==> config.mk <==
export PLATFORM = sky130hd
export DESIGN_NAME = ascon_ctrl_fsm_gen
export DESIGN_NICKNAME = d
export VERILOG_FILES = /design/src/rtl/ascon_ctrl_fsm_gen.sv
export SDC_FILE = /design/constraint.sdc
export NUM_CORES = 1
export LEC_CHECK = 0
export CORE_ASPECT_RATIO = 1.2
export CORE_UTILIZATION = 30
export CTS_CLUSTER_DIAMETER = 30
export CTS_CLUSTER_SIZE = 16
export DETAILED_ROUTE_END_ITERATION = 10
export DONT_BUFFER_PORTS = 1
export SETUP_SLACK_MARGIN = 0.3
export SLEW_MARGIN = 40
export SYNTH_ARGS = -nofsm -noshare
export SYNTH_HDL_FRONTEND = slang
export SYNTH_SLANG_ARGS = --single-unit
==> constraint.sdc <==
create_clock -name clock_i -period 2.86 [get_ports clock_i]
set_input_delay 0.286 -clock clock_i [delete_from_list [all_inputs] [get_ports clock_i]]
set_output_delay 0.286 -clock clock_i [all_outputs]
set_load 0.005 [all_outputs]
==> src/rtl/ascon_ctrl_fsm_gen.sv <==
// Control FSM for the ASCON AEAD core: sequences initialisation, a variable number of
// associated-data and text blocks with a valid/ready handshake, and finalisation.
module ascon_ctrl_fsm_gen #(
  parameter int unsigned ROUNDS_A = 12,
  parameter int unsigned ROUNDS_B = 6,
  parameter int unsigned BLK_W    = 4
) (
  input  logic             clock_i,
  input  logic             reset_i,
  input  logic             start_i,
  input  logic             decrypt_i,
  input  logic [BLK_W-1:0] nb_ad_i,
  input  logic [BLK_W-1:0] nb_pt_i,
  input  logic             data_valid_i,
  output logic             data_ready_o,
  output logic             busy_o,
  output logic [3:0]       round_o,
  output logic             data_sel_o,
  output logic             en_reg_state_o,
  output logic             en_xor_data_begin_o,
  output logic             en_replace_o,
  output logic             en_xor_key_begin_o,
  output logic             en_xor_key_end_o,
  output logic             en_xor_lsb_end_o,
  output logic             en_cipher_o,
  output logic             cipher_valid_o,
  output logic             en_tag_o,
  output logic             end_o
);

  localparam logic [2:0] StIdle   = 3'd0;
  localparam logic [2:0] StInit   = 3'd1;
  localparam logic [2:0] StAdWait = 3'd2;
  localparam logic [2:0] StAdRnd  = 3'd3;
  localparam logic [2:0] StPtWait = 3'd4;
  localparam logic [2:0] StPtRnd  = 3'd5;
  localparam logic [2:0] StFinRnd = 3'd6;
  localparam logic [2:0] StDone   = 3'd7;

  // Round-constant index of the first round of each permutation flavour.
  localparam logic [3:0] BaseA = 4'(12 - ROUNDS_A);
  localparam logic [3:0] BaseB = 4'(12 - ROUNDS_B);
  localparam logic [3:0] LastA = 4'(ROUNDS_A - 1);
  localparam logic [3:0] LastB = 4'(ROUNDS_B - 1);
  localparam logic [BLK_W-1:0] One = BLK_W'(1);

  logic [2:0]       state_q, state_d;
  logic [3:0]       rnd_q, rnd_d;
  logic [BLK_W-1:0] blk_q, blk_d;
  logic [BLK_W-1:0] nb_ad_q, nb_ad_d;
  logic [BLK_W-1:0] nb_pt_q, nb_pt_d;
  logic             dec_q, dec_d;
  logic             cv_q, cv_d;

  logic last_ad, last_pt;
  logic ad_end, pt_end, fin_end;

  assign last_ad = (blk_q == nb_ad_q - One);
  assign last_pt = (blk_q == nb_pt_q - One);

  // Next-state, counter updates and output decode.
  always_comb begin
    state_d  = state_q;
    rnd_d    = rnd_q;
    blk_d    = blk_q;
    nb_ad_d  = nb_ad_q;
    nb_pt_d  = nb_pt_q;
    dec_d    = dec_q;
    cv_d     = 1'b0;
    ad_end   = 1'b0;
    pt_end   = 1'b0;
    fin_end  = 1'b0;

    data_ready_o        = 1'b0;
    round_o             = 4'd0;
    data_sel_o          = 1'b0;
    en_reg_state_o      = 1'b0;
    en_xor_data_begin_o = 1'b0;
    en_replace_o        = 1'b0;
    en_xor_key_begin_o  = 1'b0;
    en_xor_key_end_o    = 1'b0;
    en_xor_lsb_end_o    = 1'b0;
    en_cipher_o         = 1'b0;
    en_tag_o            = 1'b0;
    end_o               = 1'b0;

    case (state_q)
      StIdle: begin
        if (start_i) begin
          dec_d   = decrypt_i;
          nb_ad_d = nb_ad_i;
          // A zero text count still carries the final padded block.
          nb_pt_d = (nb_pt_i == '0) ? One : nb_pt_i;
          rnd_d   = 4'd0;
          blk_d   = '0;
          state_d = StInit;
        end
      end

      StInit: begin
        en_reg_state_o = 1'b1;
        round_o        = BaseA + rnd_q;
        data_sel_o     = (rnd_q != 4'd0);
        if (rnd_q == LastA) begin
          en_xor_key_end_o = 1'b1;
          rnd_d            = 4'd0;
          if (nb_ad_q == '0) begin
            en_xor_lsb_end_o = 1'b1;
            state_d          = StPtWait;
          end else begin
            state_d = StAdWait;
          end
        end else begin
          rnd_d = rnd_q + 4'd1;
        end
      end

      StAdWait: begin
        data_ready_o = 1'b1;
        data_sel_o   = 1'b1;
        round_o      = BaseB;
        if (data_valid_i) begin
          en_xor_data_begin_o = 1'b1;
          en_reg_state_o      = 1'b1;
          if (ROUNDS_B == 1) begin
            ad_end = 1'b1;
          end else begin
            rnd_d   = 4'd1;
            state_d = StAdRnd;
          end
        end
      end

      StAdRnd: begin
        data_sel_o     = 1'b1;
        en_reg_state_o = 1'b1;
        round_o        = BaseB + rnd_q;
        if (rnd_q == LastB) ad_end = 1'b1;
        else                rnd_d  = rnd_q + 4'd1;
      end

      StPtWait: begin
        data_ready_o = 1'b1;
        data_sel_o   = 1'b1;
        round_o      = last_pt ? BaseA : BaseB;
        if (data_valid_i) begin
          en_xor_data_begin_o = ~dec_q;
          en_replace_o        = dec_q;
          en_cipher_o         = 1'b1;
          en_reg_state_o      = 1'b1;
          cv_d                = 1'b1;
          if (last_pt) begin
            en_xor_key_begin_o = 1'b1;
            if (ROUNDS_A == 1) begin
              fin_end = 1'b1;
            end else begin
              rnd_d   = 4'd1;
              state_d = StFinRnd;
            end
          end else if (ROUNDS_B == 1) begin
            pt_end = 1'b1;
          end else begin
            rnd_d   = 4'd1;
            state_d = StPtRnd;
          end
        end
      end

      StPtRnd: begin
        data_sel_o     = 1'b1;
        en_reg_state_o = 1'b1;
        round_o        = BaseB + rnd_q;
        if (rnd_q == LastB) pt_end = 1'b1;
        else                rnd_d  = rnd_q + 4'd1;
      end

      StFinRnd: begin
        data_sel_o     = 1'b1;
        en_reg_state_o = 1'b1;
        round_o        = BaseA + rnd_q;
        if (rnd_q == LastA) fin_end = 1'b1;
        else                rnd_d   = rnd_q + 4'd1;
      end

      StDone: begin
        end_o   = 1'b1;
        state_d = StIdle;
      end

      default: state_d = StIdle;
    endcase

    // End-of-block actions, shared by the accept cycle and the last round cycle.
    if (ad_end) begin
      rnd_d = 4'd0;
      if (last_ad) begin
        en_xor_lsb_end_o = 1'b1;
        blk_d            = '0;
        state_d          = StPtWait;
      end else begin
        blk_d   = blk_q + One;
        state_d = StAdWait;
      end
    end
    if (pt_end) begin
      rnd_d   = 4'd0;
      blk_d   = blk_q + One;
      state_d = StPtWait;
    end
    if (fin_end) begin
      en_xor_key_end_o = 1'b1;
      en_tag_o         = 1'b1;
      rnd_d            = 4'd0;
      state_d          = StDone;
    end
  end

  assign busy_o         = (state_q != StIdle);
  assign cipher_valid_o = cv_q;

  // State and counter registers with asynchronous reset.
  always_ff @(posedge clock_i or posedge reset_i) begin
    if (reset_i) begin
      state_q <= StIdle;
      rnd_q   <= 4'd0;
      blk_q   <= '0;
      nb_ad_q <= '0;
      nb_pt_q <= '0;
      dec_q   <= 1'b0;
      cv_q    <= 1'b0;
    end else begin
      state_q <= state_d;
      rnd_q   <= rnd_d;
      blk_q   <= blk_d;
      nb_ad_q <= nb_ad_d;
      nb_pt_q <= nb_pt_d;
      dec_q   <= dec_d;
      cv_q    <= cv_d;
    end
  end

endmodule

==> results.toml <==
[drt]
ant_nets = 0
avgViaCountPerCell = 5.52
drtIter0Drc = 178
avgRoutedWirePerCell_um = 15.5
wirelength_um = 4050
dr.pass1.iters = 7
drc = 2
vias = 1446

[critical_path]
r2r_end = "state_q[1]$_DFFE_PP0P_"
worst-setup-path-type = "flip-flop to output port"
worst-r2r-cell-count = 6
worstSetupEndpointType = "output port"
start_kind = "flip-flop"
r2r_start = "state_q[1]$_DFFE_PP0P_"
reg2reg_setup_slack_ns = 0.57
worstPathRequired_ns = 2.57
cp_data_arrival_time_ns = 2.07
critPathMaxFanout = 8

[clock_tree]
clock_sinks = 21
cts_htree_levels = 1
clkLatencyLatePin_ns = 0.26
cts_tree = "done"
cts_buffers = 3
postCtsSetupBuffers = 0
clk_path_buf_depth = 2
hold_buffers = 1
postCtsResizedCells = 0
root_buffer = "clkbuf_8"
clk_pin_slew_ns = 0.08

[layout]
drive_gt1_share_pct = 11.0
num_antenna_cells = 0
areaGrowthSynthToFinish_pct = 6.86
nets = 224

[floorplan]
rows = 29
dieWidth_um = 71.4
die_area_um2 = 6090
core-area_um2 = 5440
start_util_pct = 31.8
die_h_um = 85.3
io-pin-count = 30

[pwr]
p_total_mw = 2.22
switchingPower_mw = 1.05
worst_ir_drop_vdd_mv = 0.385
p_leak_nw = 0.798
p_int_mw = 1.16
power_frac_clock_pct = 9.2
seqPwrFrac_pct = 25.5
combPwrFrac_pct = 65.3
switching_share_pct = 47.6
powerDensity_nw_per_um2 = 1200

[grt]
grt_use_met2_pct = 23.8
globalRouteOverflowTotal = 0
use_met1_pct = 19.4
grt_start_max_net_pins = 27
antenna_found_initial = 0
grt_pass1_vias = 1395
grt_pass1_wl_um = 6900
grtUsageTotal_pct = 14.2
use_met3_pct = 2.38
top_usage_layer = "met2"

[synthesis]
ys_warn_count = 0
synth.distinct_cells = 57
syn-mean-instance-area_um2 = 8.66
yosysTopAreaCellShare_pct = 30.3
syn-num-nets = 223
synth_common_cells = "21 x dfrtp_1, 16 x a21oi_1, 15 x nand2_1"
yosys-top-cells-area = "dfrtp_1 30%, ha_1 6.5%, a21oi_1 4.6%"
synth_edf_count = 0
synthArstFlopShare_pct = 100
ys_seq_area_share_pct = 30.3
syn_area_um2 = 1730
yosys.cell_count.top_type = "dfrtp_1"
ys.flop_type = "dfrtp_1"
synth-seq-cells = 21
yosysTopAreaCell = "dfrtp_1"
syn-instance-count = 200

[sta]
rsz0062_at_grt = "no"
fmax_mhz = 425
hold_viol_final = 0
tightest_slew_ns = 0.505
fin_skew_ns = 0.00481
min_period_ns = 2.35
fin_crit_sh_pct = 82.3
slew_headroom_pct = 66.2
finalMaxSlewViolations = 0
fin_tns_setup_ns = 0
setup_viol = 0

[status]
violations = "design-rule violations"
status = "finished with violations"

[place]
port-buffer-count = 0
hpwlAfterDp_um = 3110
gp_congestion = 0.855

[worst_hold_path]
min_to = "nb_ad_q[1]$_DFFE_PP0P_"
worstHoldStart = "nb_ad_i[1]"
min_path_type = "input pin to flip-flop"
hold_depth = 2

[job]
maxCapViolCount = 0
layer usage:
metal,vias up,share of wire (%)
met1,688,47
li1,717,-
met3,2,5.2
met2,39,47
met4,0,0.47
met5,-,0
cell type report:
type	instances	area [µm²]
tap	62	77.6
timing repair buffer	6	47.5
clock buffer	3	41.3
sequential	21	526
multi-input combinational	158	1110
clock inverter	1	5.00
inverter	11	41.3
fill	570	3590
state kept, by name, indices dropped and copies added (netlist names):
name / cells
rnd_q: 4
nb_ad_q: 4
state_q: 3
cipher_valid_o: 1
dec_q: 1
nb_pt_q: 4
blk_q: 4
placed cells by master, fill, tap and decap left out, drive strengths merged, types with 6 or more instances in the layout:
master  count
a21oi      16
dfrtp      21
ha          9
inv        10
mux2        6
nand2      15
nor2       12
nor2b       7
nor3        9
o21ai      13
xnor2       7
per-stage QoR:
stage	setup WS [ns]	area (µm²)	hold slack, ns	utilization, %	cells
2_1_floorplan	0.529	1730	0.263	-	200
3_3_place_gp	0.724	1800	0.407	33.0	257
3_5_place_dp	0.604	1800	0.225	33.0	257
4_1_cts	0.501	1850	0.141	34.0	262
5_1_grt	0.332	1850	0.137	34.0	262
6_report	0.507	1850	0.143	34.0	262
power by group through the flow:
stage          combinational (mW)  sequential [mW]  clock [mW]
2_1_floorplan                1.20            0.523           0
3_3_place_gp                 1.44            0.573           0
3_5_place_dp                 1.44            0.574           0
4_1_cts                      1.45            0.568       0.212
5_1_grt                      1.62            0.592       0.223
6_report                     1.45            0.565       0.203
how the worst max path moves through the flow:
stage | startpoint | end | slack [ns]
2_1_floorplan | state_q[0]$_DFFE_PP0P_ | state_q[1]$_DFFE_PP0P_ | 0.53
3_3_place_gp | state_q[1]$_DFFE_PP0P_ | state_q[1]$_DFFE_PP0P_ | 0.72
3_5_place_dp | state_q[1]$_DFFE_PP0P_ | state_q[1]$_DFFE_PP0P_ | 0.60
4_1_cts | rnd_q[1]$_DFFE_PP0P_ | en_xor_lsb_end_o | 0.50
5_1_grt | rnd_q[1]$_DFFE_PP0P_ | en_xor_lsb_end_o | 0.33
6_report | rnd_q[1]$_DFFE_PP0P_ | en_xor_lsb_end_o | 0.51
critical path, stage by stage, from the launching register on:
cell and delay, ns:
dfrtp_1 0.45, inv_1 0.14, ha_1 0.15, and3b_1 0.30
nand3_1 0.17, or3_1 0.45, o31ai_1 0.14
kinds of logic (layout without fill, tap and decap cells):
| family | after synthesis | after routing | synth area share, % |
|---|---|---|---|
| compound gates | 52 | 52 | 19.2 |
| buf+inv | 21 | 21 | 5.41 |
| fa+ha+maj | 11 | 11 | 8.23 |
| flops | 21 | 21 | 30.3 |
| simple gates | 73 | 73 | 23.8 |
| xor+xnor | 12 | 12 | 6.86 |
| mux | 10 | 10 | 6.21 |
(Power assumes the default switching activity.)
